## config.mk

```make
export PLATFORM = sky130hd
export DESIGN_NAME = ama_riscv_imem_loader
export DESIGN_NICKNAME = d
export VERILOG_FILES = /design/src/rtl/ama_riscv_imem_loader.sv
export SDC_FILE = /design/constraint.sdc
export NUM_CORES = 1
export LEC_CHECK = 0
export ABC_CLOCK_PERIOD_IN_PS = 3300
export CAP_MARGIN = 20
export CORE_MARGIN = 2
export CORE_UTILIZATION = 45
export DETAILED_ROUTE_END_ITERATION = 6
export MAX_ROUTING_LAYER = met4
export PLACE_DENSITY = 0.74
export SLEW_MARGIN = 30
export SYNTH_ARGS = -nofsm -noshare
export SYNTH_HDL_FRONTEND = slang
export SYNTH_SLANG_ARGS = --single-unit
```

## constraint.sdc

```tcl
create_clock -name clk -period 3.3 [get_ports clk]
set_clock_uncertainty 0.05 [all_clocks]
set_input_delay 0.99 -clock clk [delete_from_list [all_inputs] [get_ports clk]]
set_output_delay 0.99 -clock clk [all_outputs]
set_load 0.03 [all_outputs]
```

## src/rtl/ama_riscv_imem_loader.sv

```systemverilog
// Boot-time IMEM loader: turns a byte stream (count header, little-endian
// payload words, XOR checksum) into IMEM port A writes and keeps the core in
// reset until a complete image has been written and its checksum verified.
//
// state  | meaning
// -------+-----------------------------------------------------------
// HDR_LO | waiting for the low byte of the word count
// HDR_HI | waiting for the high byte; count is range-checked here
// DATA   | assembling payload words, one IMEM write per 4th byte
// CSUM   | waiting for the checksum byte
// DONE   | image good, core released; sticky until rst
// ERR    | bad header or checksum, core held in reset; sticky until rst

module ama_riscv_imem_loader #(
    parameter int IMEM_AW = 14,
    parameter int CNT_W   = 16
) (
    input  logic               clk,
    input  logic               rst,
    input  logic [7:0]         rx_data,
    input  logic               rx_valid,
    output logic               rx_ready,
    output logic               imem_ena,
    output logic [3:0]         imem_wea,
    output logic [IMEM_AW-1:0] imem_addra,
    output logic [31:0]        imem_dina,
    output logic               core_rst,
    output logic               done,
    output logic               err
);

    typedef enum logic [2:0] {
        HDR_LO,
        HDR_HI,
        DATA,
        CSUM,
        DONE,
        ERR
    } state_t;

    // Largest legal word count: the whole IMEM
    localparam int unsigned CAP = 32'd1 << IMEM_AW;

    state_t             state_q, state_d;
    logic [CNT_W-1:0]   cnt_q, cnt_d;
    logic [1:0]         byte_idx_q, byte_idx_d;
    logic [IMEM_AW:0]   word_idx_q, word_idx_d;
    logic [7:0]         xor_q, xor_d;
    logic [23:0]        word_q, word_d;
    logic               ena_q, ena_d;
    logic [3:0]         wea_q, wea_d;
    logic [IMEM_AW-1:0] addra_q, addra_d;
    logic [31:0]        dina_q, dina_d;
    logic               core_rst_q, core_rst_d;
    logic               done_q, done_d;
    logic               err_q, err_d;

    logic [15:0]        hdr_n;
    logic               xfer;

    assign rx_ready = !rst && (state_q == HDR_LO || state_q == HDR_HI ||
                               state_q == DATA   || state_q == CSUM);
    assign xfer     = rx_valid && rx_ready;
    assign hdr_n    = {rx_data, cnt_q[7:0]};

    // Next-state and output computation; write strobes default low every cycle
    always_comb begin
        state_d    = state_q;
        cnt_d      = cnt_q;
        byte_idx_d = byte_idx_q;
        word_idx_d = word_idx_q;
        xor_d      = xor_q;
        word_d     = word_q;
        ena_d      = 1'b0;
        wea_d      = 4'h0;
        addra_d    = addra_q;
        dina_d     = dina_q;
        core_rst_d = core_rst_q;
        done_d     = done_q;
        err_d      = err_q;
        if (xfer) begin
            case (state_q)
                HDR_LO: begin
                    cnt_d   = CNT_W'(rx_data);
                    state_d = HDR_HI;
                end
                HDR_HI: begin
                    cnt_d = CNT_W'(hdr_n);
                    if (hdr_n == 16'd0 || 32'(hdr_n) > CAP) begin
                        state_d = ERR;
                        err_d   = 1'b1;
                    end else begin
                        state_d = DATA;
                    end
                end
                DATA: begin
                    xor_d      = xor_q ^ rx_data;
                    byte_idx_d = byte_idx_q + 2'd1;
                    case (byte_idx_q)
                        2'd0: word_d[7:0]   = rx_data;
                        2'd1: word_d[15:8]  = rx_data;
                        2'd2: word_d[23:16] = rx_data;
                        default: begin
                            ena_d      = 1'b1;
                            wea_d      = 4'hF;
                            addra_d    = word_idx_q[IMEM_AW-1:0];
                            dina_d     = {rx_data, word_q};
                            word_idx_d = word_idx_q + 1'b1;
                            if ((32'(word_idx_q) + 32'd1) == 32'(cnt_q)) begin
                                state_d = CSUM;
                            end
                        end
                    endcase
                end
                CSUM: begin
                    if (rx_data == xor_q) begin
                        state_d    = DONE;
                        done_d     = 1'b1;
                        core_rst_d = 1'b0;
                    end else begin
                        state_d = ERR;
                        err_d   = 1'b1;
                    end
                end
                default: ;
            endcase
        end
    end

    // State register with synchronous reset; IMEM contents are never cleared
    always_ff @(posedge clk) begin
        if (rst) begin
            state_q    <= HDR_LO;
            cnt_q      <= '0;
            byte_idx_q <= '0;
            word_idx_q <= '0;
            xor_q      <= '0;
            word_q     <= '0;
            ena_q      <= 1'b0;
            wea_q      <= 4'h0;
            addra_q    <= '0;
            dina_q     <= '0;
            core_rst_q <= 1'b1;
            done_q     <= 1'b0;
            err_q      <= 1'b0;
        end else begin
            state_q    <= state_d;
            cnt_q      <= cnt_d;
            byte_idx_q <= byte_idx_d;
            word_idx_q <= word_idx_d;
            xor_q      <= xor_d;
            word_q     <= word_d;
            ena_q      <= ena_d;
            wea_q      <= wea_d;
            addra_q    <= addra_d;
            dina_q     <= dina_d;
            core_rst_q <= core_rst_d;
            done_q     <= done_d;
            err_q      <= err_d;
        end
    end

    assign imem_ena   = ena_q;
    assign imem_wea   = wea_q;
    assign imem_addra = addra_q;
    assign imem_dina  = dina_q;
    assign core_rst   = core_rst_q;
    assign done       = done_q;
    assign err        = err_q;

endmodule

```

After elaboration in Yosys (flattened, before gate mapping)
Index checks and enable logic that the tools add are counted.

storage, ports and cells
  register bits = 122
  input bits = 11
  output and inout port bits = 55
  word-level logic and storage cells = 72

cells by class
  add/sub/neg operators = 3
  order comparisons = 1
  eq/ne operators = 11
  multiplexer cells = 11
  bitwise operators = 5
  reductions and logical operators = 25

operators with widths
  operator                                                          count
  case mux 16 bit (2 select lines)                                  1
  AND reduction 3 bit                                               6
  adder 15 x 1 -> 16 bit (second input constant)                    1
  equality test 16 bit                                              1
  greater-than comparator 16 x 15 -> 1 bit (second input constant)  1
  logical NOT 16 bit                                                1
  adder 15 x 1 -> 15 bit (second input constant)                    1
  case mux 3 bit (4 select lines)                                   1
  2-to-1 mux 3 bit                                                  3
  equality test 8 bit                                               1
  AND reduction 4 bit                                               2
  bitwise XOR 8 bit                                                 1
  equality test 3 x 2 -> 1 bit (second input constant)              2
  OR reduction 3 bit                                                2
  logical OR 1 bit                                                  4
  2-to-1 mux 1 bit                                                  4
  2-to-1 mux 4 bit                                                  1
  inequality test 2 x 1 -> 1 bit (second input constant)            2
  inequality test 2 bit (second input constant)                     2
  inverter 1 bit                                                    4
  AND reduction 2 bit                                               2
  nonzero test 2 bit                                                2
  nonzero test 4 bit                                                1
  equality test 3 x 1 -> 1 bit (second input constant)              1
  8 further kinds                                                   9

Logic depth before layout (Yosys ltp)
Gate-level depths: netlist of the first run.

  word-level depth = 8
  depth in mapped cells = 9
  gate-level depth less buffers = 8

Worst setup path before layout of the first run
No wires, ideal clock.

  path kind = in2out
  start = in rst
  end = out rx_ready
  arrival time = 1.951 ns
  data required time = 2.260 ns
  slack = 0.309 ns
  stages = 4
  path buffers = 3
  cell sequence = buf_4 clkbuf_1 clkbuf_1 nor2_1

on the way
  longest elaborated chain between the ends = 2

ends and longest elaborated chain
  item               line  RTL
  start, declared    19    input logic rst,
  logical NOT 1 bit  61    assign rx_ready = !rst && (state_q == HDR_LO || state_q == HDR_HI ||
  logical AND 1 bit  61
  end, declared      22    output logic rx_ready,

Every way passes these cells.

Worst setup path after layout of the first run
  start = reg word_idx_q[0]
  end = reg state_q[0]

on the way
  longest elaborated chain between the ends = 4

ends and longest elaborated chain
  item                                             line  RTL
  start, declared                                  47    logic [IMEM_AW:0] word_idx_q, word_idx_d;
  start signal, assigned                           150   word_idx_q <= word_idx_d;
  adder 15 x 1 -> 16 bit                           109   if ((32'(word_idx_q) + 32'd1) == 32'(cnt_q)) begin
  equality test 16 bit                             109
  inequality test 2 x 1 -> 1 bit (no source line)  --
  AND reduction 4 bit (no source line)             --
  end signal, assigned                             147   state_q <= state_d;
  end, declared                                    44    state_t state_q, state_d;

Every way passes these cells.
A chain may end at the register's enable or synchronous reset.

==> impl_metrics.csv, run 1 <==
group,metric,value,unit
placed_design,io_buffer_count,65,
floorplanning,core.rowCount,38,
sta,slew_viol_final,0,
cells_and_area,finish.utilization,58.4,%
routing,dr.pass1.iters,7,
clocking,ctsHtreeMaxLevel,4,
sta,setup_viol,0,
synthesis,synth_edf_count,0,
synthesis,synth.avg_cell_area,7.94,µm²
routing,drc_errors,1,
power_and_ir_drop,clockPowerShare,54.4,%
synthesis,synth_cell_types,46,
placed_design,gp_congestion,0.861,
clocking,cts_sinks,118,
routing,drt_iter0_markers,252,
clocking,clock_path_buffers,2,
power_and_ir_drop,net-switching-power,727,µW
sta,worst_pin_slew,0.841,ns
synthesis,ys_top_cells_by_count,"nand2_1 (155), dfxtp_1 (118), a21oi_1 (97)",
power_and_ir_drop,swShare,20.7,%
sta,rsz0062_at_grt,"false",
synthesis,synth.most_common_cell,"nand2_1",
synthesis,seq_area_frac_synth,46.6,%
cells_and_area,n_antenna_cell,0,
global_routing,grt_pass1_vias,4167,
sta,setup_tns,0,ns
routing,wirelength,12000,µm
sta,finalHoldViolCount,0,
synthesis,synth_top_area_share,46.6,%
routing,ant_nets,0,
clocking,path_clk_slew,0.05,ns
clocking,root_buffer,"clkbuf_16",
routing,wl_per_cell,14.4,µm
clocking,cts-buffers-inserted,17,
synthesis,synth_fp_nets,654,
cells_and_area,drive_above_1_share,7.63,%
power_and_ir_drop,sequentialPowerShare,41.4,%
cells_and_area,nets,699,
worst_hold_path,min_path_type,"register to register",
floorplanning,start_util,46.4,%
placed_design,dp_hpwl,7940,µm
global_routing,grt-ovfl-total,0,
global_routing,grt_pass1_wl,20000,µm
sta,maxSlewHeadroom,43.9,%
floorplanning,die_h,110,µm
synthesis,async_reset_ff_share,0,%
synthesis,synthTopCellsByArea,"dfxtp_1 (47%), nand2_1 (11%), a21oi_1 (9.6%)",
synthesis,syn_inst,638,
placed_design,postPlaceCellArea,5770,µm²
clocking,ctsResizeCount,0,
worst_setup_path,criticalPathCategory,"register to register",
synthesis,synth_area,5070,µm²
clocking,postCtsSetupRepairBufs,0,
worst_setup_path,crit_path_end_kind,"register",
clocking,cts_tree,"built",
clocking,cts_hold_buf,0,
power_and_ir_drop,total_power,3520,µW
worst_setup_path,start_kind,"register",
sta,finalCritPeriodShare,84.8,%
cells_and_area,areaGrowthSynthToFinish,26.0,%
power_and_ir_drop,vdd_drop_max,0.354,mV
synthesis,ys_warn_count,0,
routing,viasPerCell,5.35,
sta,fmax,358,MHz
power_and_ir_drop,p_int,2790,µW
power_and_ir_drop,pwr-share-comb,4.2,%
floorplanning,die_area,12100,µm²
global_routing,grt_max_degree,118,
global_routing,track_usage,21.7,%
synthesis,ys_seq_elements,118,
worst_setup_path,worstPathArrival,3.04,ns
floorplanning,die_x,110,µm
sta,min_period,2.80,ns
global_routing,antenna_found_initial,0,
status,outcome,"finished, violations left",
status,violations,"DRC",
power_and_ir_drop,power_density,551,nW/µm²
worst_setup_path,worstPathMaxFanout,8,
job,maxCapViolCount,0,
cells_and_area,design_area,6390,µm²
worst_setup_path,cp.required,3.54,ns
clocking,clkLatencyLatePin,0.41,ns
synthesis,yosys.area.top_type,"dfxtp_1",
floorplanning,core,10900,µm²
synthesis,ys.flop_type,"dfxtp_1",
power_and_ir_drop,p_leak,0.00213,µW
routing,vias,4467,
floorplanning,io_pins,66,
==> through the flow <==
stage          instances  hold WS, ns  setup WS (ns)
6_report             835        0.399          0.503
5_1_grt              835        0.419          0.221
4_1_cts              835        0.402          0.507
3_5_place_dp         804        0.394         0.0913
3_3_place_gp         804        0.387          0.119
2_1_floorplan        638        0.382          0.309
==> worst max-delay path, stage by stage (launching register included) <==
cell       delay (ns)
dfxtp_1          0.52
ha_1             0.37
nand3_1          0.31
nor3_1           0.38
a21oi_1          0.13
a2111oi_2        0.47
a22oi_2          0.13
mux2_4           0.31
==> logic make-up (layout without fill, tap and decap cells) <==
logic type / Yosys count / count (layout) / share of synthesized area (%)
AOI/OAI and AO/OA: 129 / 129 / 13.7
xor gates and xnor gates: 47 / 47 / 8.12
adders and majority gates: 5 / 5 / 1.23
buffers and inverters: 64 / 121 / 5.50
DFF: 118 / 118 / 46.6
muxes: 3 / 3 / 0.691
and+or+nand+nor: 272 / 272 / 24.1
==> placed cells by master, fill, tap and decap left out, types with 2 or more instances in the layout <==
cell type | Yosys | routed
buf_4 | 7 | 18
a211oi_1 | 2 | 2
dfxtp_1 | 118 | 118
mux2i_1 | 2 | 2
nor2_1 | 31 | 31
clkbuf_8 | 0 | 2
nor3_1 | 6 | 6
clkbuf_1 | 41 | 3
nand4_1 | 5 | 5
o21ai_0 | 17 | 17
nor3b_1 | 3 | 3
nand3_1 | 42 | 42
clkinvlp_4 | 0 | 2
xnor2_1 | 26 | 26
nor2b_1 | 4 | 4
or3_1 | 8 | 8
nor4_1 | 5 | 5
nand2b_1 | 4 | 4
bufinv_16 | 0 | 4
clkbuf_16 | 0 | 17
ha_1 | 5 | 5
nand2_1 | 155 | 155
a21oi_1 | 97 | 97
clkinv_2 | 0 | 3
clkdlybuf4s50_1 | 0 | 63
xor2_1 | 21 | 21
inv_1 | 7 | 7
a31oi_1 | 3 | 3
==> sequential cells by signal, indices dropped and copies added (netlist names) <==
name,cells
imem_dina,32
word_q,24
cnt_q,16
word_idx_q,15
imem_addra,14
xor_q,8
state_q,3
byte_idx_q,2
core_rst,1
done,1
err,1
imem_wea,1
==> final timing paths <==
| check | startpoint | end | slack, ns | cells after the start |
|---|---|---|---|---|
| setup / recovery | word_idx_q[0] | state_q[0] | 0.50 | 7 |
| hold / removal | done | done | 0.40 | 2 |
| setup reg to reg | word_idx_q[0] | state_q[0] | 0.50 | 7 |
| hold reg to reg | done | done | 0.40 | 2 |
==> layer usage <==
layer | vias to the layer above | global-route usage [%] | part of all wire (%) | wire length (µm)
li1 | 2212 | - | - | -
met1 | 2130 | 27.0 | 43 | 5210
met2 | 111 | 35.3 | 50 | 6020
met3 | 14 | 5.23 | 5.1 | 613
met4 | 0 | 6.25 | 1.2 | 144
met5 | - | - | 0 | 0
==> area by class of cell <==
class	instances	area (µm²)
multi-input cells	456	2430
well taps	140	175
clock buffers	22	464
repair buffers	82	777
flip-flops and latches	118	2360
fillers	969	4550
clock inverters	9	150
inverters	8	30.0
==> power by group through the flow <==
stage	combinational, µW	sequential (µW)	clock, µW
final	148	1460	1910
after global routing	161	1460	2010
after CTS	148	1450	1940
after detailed placement	147	1480	0
after global placement	144	1480	0
after floorplan	98.9	1480	0
No activity file was read; power rests on OpenSTA's default activity.
==> run 2, diff against run 1 <==
Settings changed: ABC_CLOCK_PERIOD_IN_PS 3300 to 2400, PLACE_DENSITY 0.74 to 0.77.
Clock period 3.3 ns to 2.4 ns, I/O delays scaled along.
==> impl_metrics.csv, run 2 (synthesized netlist as in run 1, its figures left out) <==
group,metric,value,unit
status,outcome,"completed",
power_and_ir_drop,power_density,704,nW/µm²
worst_setup_path,timing.rr.end,"state_q[0]",
sta,slew_viol_final,0,
floorplanning,start_util,46.4,%
worst_setup_path,cp.required,2.65,ns
worst_hold_path,hold_depth,2,
worst_setup_path,timing.rr.start,"word_idx_q[1]",
cells_and_area,drive_above_1_share,13.6,%
floorplanning,die_h,110,µm
routing,wl_per_cell,14.7,µm
worst_hold_path,min_path_type,"register to register",
clocking,cts_tree,"built",
worst_setup_path,criticalPathCategory,"input pin to register",
routing,dr.pass1.iters,5,
sta,finalCritPeriodShare,97.5,%
cells_and_area,largest_reg_flops,32,
worst_setup_path,worstPathMaxFanout,2,
worst_setup_path,rr_worst_depth,7,
global_routing,grt_pass1_vias,4264,
placed_design,dp_hpwl,8510,µm
clocking,cts-buffers-inserted,17,
clocking,cts_sinks,118,
power_and_ir_drop,vdd_drop_max,0.544,mV
cells_and_area,fin_cells,866,
routing,wirelength,12700,µm
clocking,ctsHtreeMaxLevel,4,
floorplanning,io_pins,66,
worst_setup_path,reg2reg_slack,0.10,ns
routing,drt_iter0_markers,334,
clocking,root_buffer,"clkbuf_16",
cells_and_area,areaGrowthSynthToFinish,32.0,%
cells_and_area,mostFrequentLayoutCells,"nand2_1 (154), dfxtp_1 (116), a21oi_1 (97), clkdlybuf4s50_1 (62), buf_4 (49)",
routing,viasPerCell,5.31,
worst_setup_path,crit_path_end_kind,"register",
worst_setup_path,worstPathArrival,2.59,ns
clocking,clkLatencyLatePin,0.41,ns
routing,drc_errors,0,
job,maxCapViolCount,0,
global_routing,antenna_found_initial,0,
worst_setup_path,start_kind,"input pin",
clocking,path_clk_slew,0.05,ns
routing,ant_nets,0,
cells_and_area,fillers,923,
sta,finalHoldViolCount,0,
placed_design,gp_congestion,0.923,
global_routing,grt_pass1_wl,20100,µm
clocking,clock_path_buffers,2,
power_and_ir_drop,p_leak,0.00229,µW
floorplanning,core,10900,µm²
floorplanning,core.rowCount,38,
sta,worst_pin_slew,0.790,ns
sta,fmax,427,MHz
worst_hold_path,min-delay-start,"imem_dina[16]",
global_routing,track_usage,22.1,%
global_routing,grt_max_degree,82,
placed_design,io_buffer_count,65,
cells_and_area,n_antenna_cell,0,
cells_and_area,final_common_cell,"nand2_1",
worst_hold_path,min_delay_worst_endpoint,"imem_dina[16]",
placed_design,placed_cells,834,
cells_and_area,nets,730,
floorplanning,die_area,12100,µm²
global_routing,grt-ovfl-total,0,
routing,vias,4601,
sta,maxSlewHeadroom,47.3,%
sta,min_period,2.34,ns
sta,setup_viol,0,
floorplanning,die_x,110,µm
sta,setup_tns,0,ns
-- run 2: worst max-delay path by stage --
stage	from	end	slack [ns]	depth (start not counted)
finish	rx_data[4]	state_q[0]	0.06	7
global route	word_idx_q[11]	state_q[0]	-0.007	7
CTS	rx_valid	word_idx_q[14]	0.003	8
detailed placement	rx_valid	state_q[0]	-0.46	7
global placement	rx_valid	state_q[0]	-0.42	7
floorplan	rx_valid	state_q[0]	0.003	6
-- run 2: report_power, final --
part / switching [µW] / total (µW) / internal [µW] / leakage (µW)
clock network: 853 / 2480 / 1620 / 0.000281
logic: 142 / 240 / 97.6 / 0.00106
registers: 18.0 / 2000 / 1980 / 0.000953
-- run 2: area by class of cell --
type	instances	area (µm²)	share of cell area [%]
Clock buffer	23	488	7.29
Clock inverter	8	97.6	1.46
Inverter	8	30.0	0.449
Multi-Input combinational cell	456	2520	37.6
Sequential cell	118	2360	35.3
Tap cell	140	175	2.62
Timing Repair Buffer	113	1020	15.3
-- run 2: worst max-delay path, stage by stage --
cell	delay [ns]
clkdlybuf4s50_1	0.44
nor4_1	0.36
nand4_1	0.16
xnor2_1	0.18
nor4b_2	0.32
nor2_1	0.13
mux2_4	0.28
-- run 2: per-stage QoR --
step	util, %	hold WS (ns)	setup WS, ns	total power (µW)	area (µm²)
2_1_floorplan	-	0.382	0.00265	2170	5080
6_report	61.2	0.402	0.0600	4710	6690
3_5_place_dp	55.0	0.395	-0.462	2260	6020
4_1_cts	60.4	0.402	0.00287	4740	6600
3_3_place_gp	55.0	0.389	-0.420	2250	6020
5_1_grt	61.2	0.418	-0.00746	4850	6690
-- run 2: repair_timing --
action                                  4_1_cts  5_1_grt
gates cloned                                  0        0
gates resized for setup                       0       14
pin swaps                                     1        4
setup buffers                                 0        1
endpoints found under the setup margin        1       15
hold buffers                                  0        0
-- run 2: routing by layer --
metal | global-route usage (%) | wire length [µm] | up-vias | share of wire, %
met5 | - | 0 | - | 0
met1 | 26.7 | 5450 | 2141 | 43
met3 | 6.35 | 738 | 35 | 5.8
met2 | 34.8 | 6250 | 148 | 49
li1 | - | - | 2277 | -
met4 | 9.20 | 307 | 0 | 2.4
==> run 3, diff against run 2 <==
Settings changed: HOLD_SLACK_MARGIN set to 0.06.
==> results of run 3 <==
Same layout as run 2: the final DEF is identical, and so are final timing and power.
==> variant: new RTL, flow settings as in run 1 <==
The parameter `CNT_W` goes from 16 to 24.
--- a/src/rtl/ama_riscv_imem_loader.sv
+++ b/src/rtl/ama_riscv_imem_loader.sv
@@ -15,3 +15,3 @@
     parameter int IMEM_AW = 14,
-    parameter int CNT_W   = 16
+    parameter int CNT_W   = 24
 ) (
Check against the original RTL: no difference found for any inputs over 10 cycles, from zero or initial values and one cycle with rst high; that may be too few to reach the edited logic, so the function may still have changed.
==> variant against run 1 <==
- routed wire length increased by 7.4%
- sequential cell count unchanged
- worst setup slack improved by 83 ps
- register-to-register slack improved by 340 ps
- synthesized area increased by 0.64%
- cell count increased by 1.4%
- core utilization increased by 1.5 points
- synthesized cell count increased by 0.16%
- design area increased by 2.5%
- power increased by 2.0%
- critical path type is now input port to flip-flop
==> variant: results (changes against run 1) <==
INFO  metric status = finished, final reports clean
INFO  metric num_vias = 4578 (+2.5%)
INFO  metric critPathMaxFanout = 17 (+9)
INFO  metric grt_pass1_wl = 21.20 mm (+6.1%)
INFO  metric grt.met2_usage = 34.40% (-0.88 points)
INFO  metric met2WireLength = 6.143 mm (+2.1%)
INFO  metric first_global_vias = 4448 (+6.7%)
INFO  metric timing.hold.worst_endpoint = imem_addra[1]$_SDFFE_PP0P_
INFO  metric hold_path.startpoint = imem_addra[1]$_SDFFE_PP0P_
INFO  metric route.met3.wl = 795 um (+30%)
INFO  metric leakage_power_summed_over_all_cells = 2.191 nW (+2.9%)
INFO  metric clock_area_share = 9.862% (+0.24 points)
INFO  metric ys_top_cells_by_count = sky130_fd_sc_hd__nand2_1, sky130_fd_sc_hd__dfxtp_1, sky130_fd_sc_hd__a21oi_1
INFO  metric hold_slack = 402.6 ps (+3.550 ps)
INFO  metric seqAreaFraction = 36.09% (-0.91 points)
INFO  metric buffers = 88 (+7.3%)
INFO  metric antenna_found_initial = 0 (unchanged)
INFO  metric number_of_design_rule_violations_left_by_the_first_detailed_router_iteration = 348 (+38%)
INFO  metric crit-reg2reg-capture = state_q[2]$_SDFFE_PP0P_
INFO  metric detailedRoute.firstPassIterationCount = 5 (-2)
INFO  metric met1_track_demand_over_resource_in_global_routing = 27.39% (+0.40 points)
INFO  metric groute.layer.met3.usage = 4.775% (-0.46 points)
INFO  metric non_clock_inverter_count = 6 (-2)
INFO  metric postSynthNetCount = 655 (+0.15%)
INFO  metric post-dp-hpwl = 8.729 mm (+10%)
INFO  metric synth_area_per_cell = 7.983 um^2 (+0.48%)
INFO  metric non_clock_buffer_area_share = 12.88% (+0.72 points)
INFO  metric place_congestion = 0.8802 (+2.3%)
INFO  metric n_clock_buffer = 19 (-14%)
INFO  metric postSynth.asyncResetShare = 0% (unchanged)
INFO  metric nMultiInputCombCells = 463 (+1.5%)
INFO  metric all_layer_gr_usage = 21.85% (+0.14 points)
INFO  metric cell_int_power = 2.805 mW (+0.54%)
INFO  metric endpoint = word_q[17]$_SDFFE_PP0P_
INFO  metric filler_cell_count = 929 (-4.1%)
INFO  metric fraction_of_layout_instances_using_a_drive_strength_above_1 = 10.04% (+2.4 points)
INFO  metric seq-power = 1.45 mW
INFO  metric reg2regPathDepth = 8 (+1)
INFO  metric power_switching_share = 21.82% (+1.2 points)
INFO  metric routed_wl = 12.88 mm (+7.4%)
INFO  metric grt_start_max_net_pins = 97 (-18%)
INFO  metric crit_start = rx_valid
INFO  metric post_dp_cell_area = 0.005901 mm^2 (+2.2%)
INFO  metric flop2flop_setup_slack = 840 ps (+340 ps)
INFO  metric yosysSeqAreaShare = 46.31% (-0.30 points)
INFO  metric seq_cell_count = 118 (unchanged)
INFO  metric worst_path_arrival = 2900 ps (-140 ps)
INFO  metric routedLengthMet1 = 5.692 mm (+9.2%)
INFO  metric relSlewSlack = 35.16% (-8.7 points)
INFO  metric fraction_of_area_in_multi_input_gates = 38.15% (+0.14 points)
-- variant: critical path: stages --
cell,delay [ps]
sky130_fd_sc_hd__clkdlybuf4s50_1,540
sky130_fd_sc_hd__nor3b_2,280
sky130_fd_sc_hd__buf_4,170
sky130_fd_sc_hd__and2_1,290
sky130_fd_sc_hd__buf_12,180
sky130_fd_sc_hd__nand2_1,180
sky130_fd_sc_hd__nand2_1,160
sky130_fd_sc_hd__a21oi_1,100
-- variant: per-stage QoR --
step / setup slack (ps) / instances / util, %
CTS: 622.7 / 847 / 59.86
global placement: 340.8 / 815 / 53.96
finish: 585.7 / 847 / 59.86
detailed placement: 261.1 / 815 / 53.96
floorplan: 838.6 / 639 / -
global route: 441.3 / 847 / 59.86
-- variant: kinds of logic after synthesis --
kind of cell    synth area share, %
simple gates                  25.78
compound gates                13.10
flops                         46.31
buf+inv                       4.832
xor+xnor                      8.756
fa+ha+maj                     1.226
